### src/rtl/seq_det_sched.sv
// Multi-channel round-robin scheduler feeding per-channel "1101" overlapping sequence detectors.
// Optional idle-sleep gating is enabled by defining SEQ_DET_SCHED_SLEEP_EN.
module seq_det_sched #(
  parameter int NCH      = 4,
  parameter int IDLE_CYC = 8
) (
  input  logic                    clk,
  input  logic                    reset,
  input  logic [NCH-1:0]          in_valid,
  input  logic [NCH-1:0]          in_bit,
  output logic [NCH-1:0]          in_ready,
  input  logic [NCH-1:0]          ch_clr,
  output logic                    match_valid,
  output logic [$clog2(NCH)-1:0]  match_ch,
  output logic                    sleep
);

  localparam int CW = $clog2(NCH);

  typedef enum logic [1:0] {
    S0 = 2'b00,
    S1 = 2'b01,
    S2 = 2'b10,
    S3 = 2'b11
  } det_state_t;

  det_state_t      ctx_q [NCH];
  logic [CW-1:0]   last_q;
  logic [CW-1:0]   grant_idx;
  logic            grant_found;
  logic            consume;
  logic            hit;

  function automatic det_state_t det_next(input det_state_t s, input logic b);
    det_state_t n;
    case (s)
      S0:      n = b ? S1 : S0;
      S1:      n = b ? S2 : S0;
      S2:      n = b ? S2 : S3;
      S3:      n = b ? S1 : S0;
      default: n = S0;
    endcase
    return n;
  endfunction

  // Round-robin search starting one past the last consumed channel.
  always_comb begin
    logic [CW:0] sum;
    // NOTE: every always_comb output gets a default first so no path leaves it
    // unassigned; otherwise synthesis infers a latch to hold the old value.
    grant_found = 1'b0;
    grant_idx   = '0;
    sum         = '0;
    for (int k = 0; k < NCH; k++) begin
      sum = {1'b0, last_q} + (CW+1)'(k + 1);
      if (sum >= (CW+1)'(NCH)) begin
        sum = sum - (CW+1)'(NCH);
      end
      if (!grant_found && in_valid[sum[CW-1:0]]) begin
        grant_found = 1'b1;
        grant_idx   = sum[CW-1:0];
      end
    end
  end

  always_comb begin
    in_ready = '0;
    if (reset && grant_found && !sleep) begin
      in_ready = NCH'(1) << grant_idx;
    end
  end

  assign consume = |(in_valid & in_ready);

  // A clear on the consuming channel wins over the detection.
  assign hit = consume && (ctx_q[grant_idx] == S3) && in_bit[grant_idx] && !ch_clr[grant_idx];

  // NOTE: sequential state uses non-blocking assignments so every register
  // samples pre-edge values; blocking here would create order-dependent races.
  always_ff @(posedge clk or negedge reset) begin
    if (!reset) begin
      last_q      <= CW'(NCH - 1);
      match_valid <= 1'b0;
      match_ch    <= '0;
    end else begin
      if (consume) begin
        last_q <= grant_idx;
      end
      match_valid <= hit;
      match_ch    <= hit ? grant_idx : '0;
    end
  end

  // NOTE: the context array is deliberately reset: a half-seen pattern must not
  // survive reset, so this storage cannot be left uninitialised like a data RAM.
  always_ff @(posedge clk or negedge reset) begin
    if (!reset) begin
      for (int i = 0; i < NCH; i++) begin
        ctx_q[i] <= S0;
      end
    end else begin
      for (int i = 0; i < NCH; i++) begin
        if (ch_clr[i]) begin
          ctx_q[i] <= S0;
        end else if (consume && (grant_idx == CW'(i))) begin
          ctx_q[i] <= det_next(ctx_q[i], in_bit[i]);
        end
      end
    end
  end

`ifdef SEQ_DET_SCHED_SLEEP_EN
  logic [7:0] idle_q;
  logic [7:0] idle_d;
  logic       sleep_q;

  always_comb begin
    idle_d = '0;
    if (in_valid == '0) begin
      idle_d = (idle_q == 8'(IDLE_CYC)) ? idle_q : idle_q + 8'd1;
    end
  end

  // Sleep follows the saturated idle count; any request drops it one edge later.
  always_ff @(posedge clk or negedge reset) begin
    if (!reset) begin
      idle_q  <= '0;
      sleep_q <= 1'b0;
    end else begin
      idle_q  <= idle_d;
      sleep_q <= (in_valid == '0) && (idle_d == 8'(IDLE_CYC));
    end
  end

  assign sleep = sleep_q;
`else
  assign sleep = 1'b0;
`endif

endmodule

### config.mk
export PLATFORM = sky130hd
export DESIGN_NAME = seq_det_sched
export DESIGN_NICKNAME = d
export VERILOG_FILES = /design/src/rtl/seq_det_sched.sv
export SDC_FILE = /design/constraint.sdc
export NUM_CORES = 1
export LEC_CHECK = 0
export ABC_AREA = 1
export BUFFER_PORTS_ARGS = -buffer_cell sky130_fd_sc_hd__buf_2
export CAP_MARGIN = 25
export CORE_AREA = 8 8 69 71
export CTS_BUF_LIST = sky130_fd_sc_hd__clkbuf_4
export CTS_CLUSTER_SIZE = 25
export DETAILED_ROUTE_END_ITERATION = 16
export DIE_AREA = 0 0 77 79
export GPL_ROUTABILITY_DRIVEN = 0
export PLACE_DENSITY_LB_ADDON = 0.3
export RECOVER_POWER = 50
export SYNTH_ARGS = -nofsm -noshare
export SYNTH_HDL_FRONTEND = slang
export SYNTH_SLANG_ARGS = --single-unit
### constraint.sdc
create_clock -name clk -period 1.95 [get_ports clk]
set_input_delay 0.39 -clock clk [delete_from_list [all_inputs] [get_ports clk]]
set_output_delay 0.39 -clock clk [all_outputs]
set_load 0.005 [all_outputs]
# After elaboration in Yosys (flattened, before gate mapping)

Index checks and enable logic that the tools add are counted.

Add/subtract/negate cells: 8
Magnitude comparators: 10
Equal/unequal tests: 16
Shift operators: 1
Mux-type cells: 53
Bitwise logic cells: 2
Reduce and logical (&&, ||, !) cells: 29

Operators with widths:

| cell                                                                          | count |
|---|---|
| 2-bit two-way mux                                                             | 23 |
| 2-bit case mux with 3 select lines                                            | 4 |
| 2-bit equality test (second input constant)                                   | 11 |
| 1-bit two-way mux                                                             | 18 |
| 3-bit >= comparator (second input constant)                                   | 5 |
| 2-bit by 3-bit less-than comparator with 1-bit output (second input constant) | 5 |
| 1-bit binary-select mux with 2-bit select                                     | 6 |
| 1-bit logical AND                                                             | 11 |
| 2-bit by 1-bit equality test with 1-bit output (second input constant)        | 5 |
| 2-bit logical NOT                                                             | 5 |
| 2-bit nonzero test                                                            | 4 |
| 2-bit OR reduction                                                            | 4 |
| 2-bit by 1-bit subtractor with 2-bit output (second input constant)           | 4 |
| 2-bit by 2-bit adder with 3-bit output (second input constant)                | 2 |
| 4-bit AND                                                                     | 1 |
| 2-bit binary-select mux with 2-bit select                                     | 1 |
| 1-bit logical NOT                                                             | 4 |
| 4-bit two-way mux                                                             | 1 |
| 4-bit OR reduction                                                            | 1 |
| 1-bit by 2-bit left shift with 4-bit output (first input constant)            | 1 |
| 2-bit by 1-bit adder with 3-bit output (second input constant)                | 1 |
| 2-bit by 3-bit adder with 3-bit output (second input constant)                | 1 |
| 2-bit NOT with 3-bit output                                                   | 1 |

Register bits after elaboration: 13
Output and inout bits: 8
Word-level logic and storage cells: 126

# Longest topological paths before layout

Gate-level depths: netlist of run 1.

Depth in word-level cells: 24
Mapped depth: 17

# Worst setup path after synthesis of run 1

No wires, ideal clock.

Kind: register -> output
Start point: register last_q[0]
End point: output port in_ready[1]
Data arrival time: 1.586 ns
Data required time: 1.560 ns
Slack: -0.026 ns
Cell stages (with the launch flop): 13
Cells stage by stage: dfstp_2 buf_6 inv_4 nand2_1 nand2_1 nand2_2 a21boi_0 nand2_1 inv_1 nand2_2 nor2_1 nand2_1 inv_1

Cells in the longest elaborated chain, start to end: 17
Elaborated cells between the ends (all ways): 41
Those cells by class: 8 x add/sub; 4 x order compare; 1 x shift; 21 x mux; 7 x reduce/logical

Ends and longest elaborated chain:

| what                                                                               | line   | text |
|---|---|---|
| start, declared                                                                    | 28     | `logic [CW-1:0] last_q;` |
| start signal, assigned                                                             | 82     | `last_q <= CW'(NCH - 1);` |
| start signal, assigned                                                             | 87     | `last_q <= grant_idx;` |
| 2-bit by 1-bit adder with 3-bit output                                             | 55     | `sum = {1'b0, last_q} + (CW+1)'(k + 1);` |
| 3-bit >= comparator or 2-bit by 1-bit subtractor with 2-bit output (tied branches) | 56, 57 |  |
| 2-bit two-way mux                                                                  | 56     | `if (sum >= (CW+1)'(NCH)) begin` |
| 1-bit binary-select mux with 2-bit select                                          | 59     | `if (!grant_found && in_valid[sum[CW-1:0]]) begin` |
| 1-bit two-way mux (not written as such)                                            | 59     |  |
| 1-bit two-way mux                                                                  | 59     |  |
| 1-bit logical NOT                                                                  | 59     |  |
| 1-bit logical AND                                                                  | 59     |  |
| 1-bit two-way mux                                                                  | 59     |  |
| 1-bit logical NOT                                                                  | 59     |  |
| 1-bit logical AND                                                                  | 59     |  |
| 1-bit two-way mux                                                                  | 59     |  |
| 1-bit logical NOT                                                                  | 59     |  |
| 1-bit logical AND                                                                  | 59     |  |
| 2-bit two-way mux or 1-bit two-way mux (tied branches)                             | 59     |  |
| 1-bit by 2-bit left shift with 4-bit output or 1-bit logical AND (tied branches)   | 69, 68 |  |
| 4-bit two-way mux (*)                                                              | 68     | `if (reset && grant_found && !sleep) begin` |
| end, declared                                                                      | 11     | `output logic [NCH-1:0] in_ready,` |

Mark *: on every way between the ends. The rest lies on a longest branch, timed or not. The select of a mux whose other input is x is not followed.

# Worst setup path in the final report of run 1

Start point: register last_q[0]
End point: output port in_ready[0]

Same word-level chain as after synthesis.

==> summary.md, run 1 <==
| Metric | Value |
|---|---|
| Setup Skew | `roughly 3.5 ps` |
| Internal reg-to-reg setup slack | `-190 ps` |
| Design Area, Final | `1810 sq um` |
| Largest net degree at the start of global routing | `9` |
| CTS tree | `done` |
| Unique masters post-synth | `24` |
| WL met3 | `92 microns` |
| Setup total negative slack | `-2280 ps` |
| Final Core Density | `about 48%` |
| RSZ-0062 raised after global routing | `true` |
| Area post-placement | `1510 sq um` |
| Min-delay worst type | `input port to asynchronous set/reset pin` |
| Synth Instances | `roughly 180` |
| Nets | `260` |
| Wl on met1 | `1350 microns` |
| Iter 0 DRT Violations | `31` |
| Largest stage delay, worst path | `between 600 and 700 ps` |
| Final-report hold violation count | `0` |
| Port bufs | `20` |
| Commonest cells after routing, fill and taps aside | `nand2_1 (39), buf_4 (27), nand2_2 (26), inv_1 (21), buf_2 (16)` |
| Routed wire length | `3040 microns` |
| Kind of critical path | `flip-flop to output pin` |
| Initial antenna violation count | `0` |
| Die area | `slightly above 6000 sq um` |
| Yosys reg bits | `13` |
| DR pass1 iterations | `4` |
| Total number of vias | `1287` |
| Crit-path cells | `inv_4 > nand2_2 > nand2_2 > nand2_2 > nand2_2 > nor2_4 > nand4_1 > nand2_4 > inv_2 > nand3_2 > inv_2 > buf_2` |
| Number of top-level pins | `22` |
| DR WL/cell | `10.6 microns` |
| Pwr Density | `1780 nW/um^2` |
| Clk Latency, worst-skew pair | `between 200 and 300 ps` |
| Vias per inst | `4.48` |
| Required @ worst endpoint | `approximately 1600 ps` |
| Max Cap Viol | `0` |
| DP Wirelength | `2240 microns` |
| Synth warnings | `0` |
| Remaining DRCs | `0` |
| Fill count | `400` |
| First-pass GRT wire length | `5130 microns` |
| Tot GR Track Use | `~9.9%` |
| Worst setup SP type | `flip-flop` |
| Final worst setup slack | `-438 ps` |
| Critical Path AT | `about 2000 ps` |
| Critical Path Most Common Cell | `nand2_2` |
| Post-route minimum period | `2390 ps` |
| Vias in the first global route | `1276` |
| Clk slew on worst S/H paths | `around 80 ps` |
| Max clock buf depth | `2` |
| CP bufs+invs | `4` |
| Initial Util | `32.4%` |
| Peak fanout along the critical path | `8` |
| Die Width | `77 microns` |
| Final-report setup violation count | `12` |
| Placed cell count | `270` |
| Routed met2 length | `1520 microns` |
| Core box area | `3800 sq um` |
| Post-Synthesis Net Count | `between 200 and 250` |
| Synth Cell Area | `1230 sq um` |
| Clk root buf | `clkbuf_4` |
| Slowest-stage cell, CP | `dfstp_2` |
| Leading cell type in the layout, fill and taps excluded | `nand2_1` |
| Row cnt | `23` |
| H-tree lvl count | `1` |
| Num CTS Buffers | `3` |
| P&R area growth vs syn | `47.5%` |
| Share of layout cells above drive strength 1 | `50.2%` |
| Final ANT Viol Nets | `0` |
| Sink Count | `13` |
| Peak supply drop | `0.672 mV` |
| Post-synthesis sequential area ratio | `a little over a quarter` |
| Failing checks | `setup timing` |
| Non-filler cells in the finished layout | `287` |
| Total Power | `3.23 mW` |
| Crit path max-delay family | `simple AND/OR/NAND/NOR gates` |
| FMAX | `0.419 GHz` |
| Highest metal layer with signal wires | `met4` |
| Outcome | `complete, but fails checks` |
| Remaining global-route overflow | `0` |
| Die Ht | `between 70 and 80 microns` |
| Slew Viols, Final | `0` |
| Leakage | `0.946 nW` |
| Syn avg cell area | `6.68 sq um` |
| Final Cycle Share | `122%` |
| Crit end category | `output pin` |
| Antenna diodes | `0` |
sequential cells by signal, summed over array words and instances (netlist names):
register / count
last_q: 2
ctx_q: 8
match_valid: 1
match_ch: 2
synth_stat cells:
cell	n	share of area, %
nand3_4	1	1.4
nand4_1	4	2.0
nand2_2	11	5.6
inv_4	1	0.51
o21ai_1	3	1.2
nor2_2	1	0.51
buf_4	1	0.61
nand2_1	59	18
nor2_1	3	0.92
inv_1	28	8.5
a21boi_0	1	0.61
dfrtp_1	11	22
buf_6	2	1.8
conb_1	1	0.30
nor3_2	2	1.6
dfstp_2	2	4.3
nand2_4	4	3.7
nand3_2	2	1.6
ha_1	8	8.1
nand3_1	18	7.3
inv_2	4	1.2
o21ai_0	15	6.1
o211ai_1	1	0.61
nor2_4	1	0.92
report_power, final:
group | switching, mW | total (mW) | internal (mW) | leakage, nW
clock | 0.0962 | 0.190 | 0.0935 | 0.0184
combinational | 1.41 | 2.65 | 1.24 | 0.754
sequential | 0.0579 | 0.394 | 0.336 | 0.174
path summary, 6_finish.rpt:
path	from	end	depth (start not counted)
worst min-delay path	reset	last_q[1]$_DFFE_PN1N_	1
worst max-delay path	last_q[0]$_DFFE_PN1N_	in_ready[0]	12
min in group clk	ch_clr[2]	ctx_q[2]$_DFFE_PN0P_	4
max in group asynchronous	reset	ctx_q[0]$_DFFE_PN0P_	2
worst max register to register	last_q[0]$_DFFE_PN1N_	match_ch[1]$_DFF_PN0_	15
worst min register to register	ctx_q[3]$_DFFE_PN0P_	ctx_q[3]$_DFFE_PN0P_	2
cell families after synthesis:
logic type / count (synthesis) / synth area share, %
AO/OA/AOI/OAI: 20 / 8.55
adder cells (fa/ha/maj): 8 / 8.14
buffers and inverters: 36 / 12.7
flip-flops: 13 / 26.7
other: 1 / 0.305
AND/OR/NAND/NOR: 106 / 43.6
layer usage:
metal / global-route usage (%) / up-vias
met5: 0 / -
met1: 11.8 / 576
li1: - / 684
met2: 17.2 / 20
met4: 4.53 / 0
met3: 1.69 / 7
repair_timing:
| action | 4_1_cts | 5_1_grt |
|---|---|---|
| endpoints found under the setup margin | 13 | 16 |
| gates resized for setup | 38 | 17 |
| hold buffers | 1 | 0 |
| endpoints found under the hold margin | 4 | 0 |
| setup buffers | 9 | 4 |
| pin swaps | 15 | 14 |
metrics by stage:
stage,hold WS [ps],setup slack (ps)
after floorplan,94.4,-20.3
after detailed placement,251,-249
final,267,-438
after global routing,286,-552
after global placement,254,-190
after CTS,140,-424
final cells by class:
| class | count | area, sq um | area share (%) |
|---|---|---|---|
| Multi-Input combinational cell | 135 | 890 | 49.0 |
| Tap cell | 50 | 62.6 | 3.45 |
| Timing Repair Buffer | 52 | 375 | 20.7 |
| Clock buffer | 4 | 30.0 | 1.66 |
| Sequential cell | 13 | 328 | 18.1 |
| Inverter | 33 | 129 | 7.10 |
(Power assumes the default switching activity.)
==> run 2, diff against run 1 <==
--- a/config.mk
+++ b/config.mk
@@ -5,14 +5,13 @@
 export SDC_FILE = /design/constraint.sdc
 export NUM_CORES = 1
 export LEC_CHECK = 0
-export ABC_AREA = 1
 export BUFFER_PORTS_ARGS = -buffer_cell sky130_fd_sc_hd__buf_2
 export CAP_MARGIN = 25
-export CORE_AREA = 8 8 69 71
+export CORE_AREA = 8 8 55 57
 export CTS_BUF_LIST = sky130_fd_sc_hd__clkbuf_4
 export CTS_CLUSTER_SIZE = 25
 export DETAILED_ROUTE_END_ITERATION = 16
-export DIE_AREA = 0 0 77 79
+export DIE_AREA = 0 0 63 65
 export GPL_ROUTABILITY_DRIVEN = 0
 export PLACE_DENSITY_LB_ADDON = 0.3
 export RECOVER_POWER = 50
==> summary.md, run 2 <==
| Metric | Value |
|---|---|
| Die Width | `63 microns (-18%)` |
| DR pass1 iterations | `4 (unchanged)` |
| Clk Latency, worst-skew pair | `270 ps (-20 ps)` |
| Peak fanout along the critical path | `4 (-4)` |
| Commonest cells after routing, fill and taps aside | `buf_2 (18), buf_4 (18), dfrtp_1 (11), inv_1 (10), a211oi_1 (10)` |
| Antenna diodes | `0 (unchanged)` |
| Total number of vias | `991 (-23%)` |
| Remaining DRCs | `0 (unchanged)` |
| P&R area growth vs syn | `40.2%` |
| Crit end category | `output pin` |
| Synth Instances | `104 (-43%)` |
| Largest net degree at the start of global routing | `14 (+5)` |
| First-pass GRT wire length | `4600 microns (-10%)` |
| GRT busiest layer | `met2` |
| Peak supply drop | `0.435 mV (-35%)` |
| Synth warnings | `0 (unchanged)` |
| Core box area | `2150 sq um (-43%)` |
| Port bufs | `20 (unchanged)` |
| Nets | `172 (-34%)` |
| Iter 0 DRT Violations | `53 (+71%)` |
| Critical R2R Launch | `last_q[1]$_DFFE_PN1N_` |
| Initial antenna violation count | `0 (unchanged)` |
| Tot GR Track Use | `13.3% (+3.4 points)` |
| Critical Path AT | `1750 ps (-250 ps)` |
| Initial Util | `47.8% (+15 points)` |
| FMAX | `0.468 GHz (+12%)` |
| Vias per inst | `5.60 (+25%)` |
| Unique masters post-synth | `36 (+50%)` |
| Main flop type after synthesis | `dfrtp_1` |
| Die area | `4100 sq um (-33%)` |
| Remaining global-route overflow | `0 (unchanged)` |
| Max clock buf depth | `2 (unchanged)` |
| Leakage | `0.637 nW (-33%)` |
| Die Ht | `65 microns (-18%)` |
| Final-report hold violation count | `0 (unchanged)` |
| Top Registers | `ctx_q x8, last_q x2, match_ch x2` |
| Crit path max-delay family | `flip-flops` |
| CTS tree | `done` |
| H-tree lvl count | `1 (unchanged)` |
| Required @ worst endpoint | `1560 ps (about the same)` |
| Post-Synthesis Net Count | `126 (-39%)` |
| Failing checks | `setup timing` |
| Top cells by count, synth | `a211oi_1 (13), dfrtp_1 (11), inv_1 (10), mux2i_1 (10), a21oi_1 (9)` |
| Most flops, register | `ctx_q` |
| Yosys top cell area share | `26.8% (+4.4 points)` |
| Count leader, synth | `a211oi_1` |
| Worst reg-to-reg path cell count | `7 (-8)` |
| Yosys reg bits | `13 (unchanged)` |
| Routed wire length | `2980 microns (-1.8%)` |
| Design Area, Final | `1440 sq um (-21%)` |
| Number of flip-flops in the largest register | `8 (unchanged)` |
| Post-route minimum period | `2140 ps (-250 ps)` |
| Min-delay worst type | `input port to flip-flop` |
| DP Wirelength | `2010 microns (-10%)` |
| Slowest-stage cell, CP | `dfstp_2` |
| RSZ-0062 raised after global routing | `true` |
| Final worst setup slack | `-188 ps (+250 ps)` |
| Least-Margin Pin Slew | `745 ps` |
| Internal reg-to-reg setup slack | `50 ps (+240 ps)` |
| Max Cap Viol | `0 (unchanged)` |
| Setup Skew | `1.02 ps (-2.46 ps)` |
| Kind of critical path | `flip-flop to output pin` |
| Outcome | `complete, but fails checks` |
| Final ANT Viol Nets | `0 (unchanged)` |
| Crit-path cells | `mux2i_2 > o22ai_2 > a21o_1 > nor3_2 > buf_2` |
| Dpl ws | `13.7 ps (+263 ps)` |
| Area post-placement | `1250 sq um (-17%)` |
| Pwr Density | `708 nW/um^2 (-60%)` |
| Share of layout cells above drive strength 1 | `46.3% (-3.9 points)` |
| Vias in the first global route | `1049 (-18%)` |
| Sink Count | `13 (unchanged)` |
| Post-synth EDFFs | `0 (unchanged)` |
| DR WL/cell | `16.8 microns (+59%)` |
| Met2 usage | `24.3% (+7.1 points)` |
| Met3 global-route usage | `3.61% (+1.9 points)` |
| Cell depth of the worst setup path | `5 (-7)` |
| Synth Cell Area | `1030 sq um (-16%)` |
| Number of top-level pins | `22 (unchanged)` |
| Asr flop ratio synth | `100% (unchanged)` |
| Clk slew on worst S/H paths | `80 ps (about the same)` |
| Worst setup SP type | `flip-flop` |
| Clk root buf | `clkbuf_4` |
| Fill count | `158 (-61%)` |
| Slew Viols, Final | `0 (unchanged)` |
| Largest area contributor in the netlist | `dfrtp_1` |
| Syn avg cell area | `9.88 sq um (+48%)` |
| Row cnt | `17 (-26%)` |
| Total Power | `1.02 mW (-68%)` |
| Met1 Use GR | `14.2% (+2.4 points)` |
| Num CTS Buffers | `3 (unchanged)` |
| Crit path from | `last_q[1]$_DFFE_PN1N_` |
| RR Endpoint | `ctx_q[5]$_DFFE_PN0P_` |
| Final Core Density | `67.0% (+19 points)` |
| Relative slew slack | `50.3%` |
| Post-synthesis sequential area ratio | `31.9% (+5.3 points)` |
| CP bufs+invs | `1 (-3)` |
| Final Cycle Share | `110% (-13 points)` |
| Largest stage delay, worst path | `570 ps (-40 ps)` |
| Final-report setup violation count | `4 (-8)` |
| Crit path to | `in_ready[0]` |
| Non-filler cells in the finished layout | `177 (-38%)` |
| Area contributors post-synth | `dfrtp_1 (27%), ha_1 (9.7%), mux2i_1 (9.7%), a211oi_1 (9.5%), dfstp_2 (5.1%)` |
| Placed cell count | `162 (-40%)` |
-- run 2: changes by cell type after synthesis, sizes merged, moves of 10 or more --
cell	change
a211oi	+14
a21oi	+11
inv	-22
mux2i	+10
nand2	-68
nand3	-18
o21ai	-15
-- run 2: worst reg2reg max path, stage by stage (launching register included) --
cell and delay, ps:
dfstp_2 570, mux2i_2 240, o22ai_2 140, a21oi_4 280, nor3_4 60, buf_4 130, buf_4 120, a211oi_1 260
-- run 2: how the worst min path moves through the flow --
| stage | start | to | slack (ps) | cells after the start |
|---|---|---|---|---|
| 2_1_floorplan | reset | ctx_q[0]$_DFFE_PN0P_ | 90 | 0 |
| 6_report | ch_clr[0] | ctx_q[6]$_DFFE_PN0P_ | 290 | 2 |
| 3_3_place_gp | reset | ctx_q[0]$_DFFE_PN0P_ | 410 | 2 |
| 5_1_grt | ch_clr[1] | ctx_q[4]$_DFFE_PN0P_ | 300 | 2 |
| 4_1_cts | reset | ctx_q[1]$_DFFE_PN0P_ | 120 | 2 |
| 3_5_place_dp | reset | ctx_q[4]$_DFFE_PN0P_ | 420 | 2 |
-- run 2: area by class of cell --
cell class	count	area, sq um	area share, %
multi-input cells	78	716	49.7
flip-flops and latches	13	328	22.8
repair buffers	43	290	20.2
inverters	11	41.3	2.87
well taps	28	35.0	2.43
clock buffers	4	30.0	2.09
-- run 2: power by group --
group          leakage [nW]  switching (mW)  internal, mW  total [mW]
sequential            0.171          0.0355         0.304       0.340
clock                0.0184          0.0900        0.0932       0.183
combinational         0.447           0.256         0.240       0.496
total                 0.637           0.382         0.638        1.02
-- run 2: logic make-up (layout without fill, tap and decap cells) --
family | Yosys count | after routing | synth area share, %
flops | 13 | 13 | 31.9
compound gates | 34 | 34 | 27.3
fa+ha+maj | 8 | 8 | 9.74
other cells | 1 | 1 | 0.365
simple gates | 25 | 25 | 15.1
buf+inv | 13 | 58 | 5.85
mux | 10 | 10 | 9.74
-- run 2: what timing repair did --
| action | in CTS | in global routing |
|---|---|---|
| setup buffers | 8 | 4 |
| pin swaps | 5 | 8 |
| setup endpoints to repair | 4 | 7 |
| endpoints found under the hold margin | 0 | 0 |
| gates resized for setup | 5 | 11 |
| hold buffers | 0 | 0 |
-- run 2: metal layers --
layer / vias up / wire [microns]
li1: 470 / -
met1: 490 / 1250
met2: 25 / 1550
met3: 6 / 152
met4: 0 / 34
met5: - / 0
-- run 2: metrics by stage --
stage | setup TNS [ps] | hold WS, ps
2_1_floorplan | 0 | 94.4
5_1_grt | -1220 | 303
4_1_cts | -429 | 120
6_report | -623 | 294
3_5_place_dp | 0 | 418
3_3_place_gp | 0 | 406
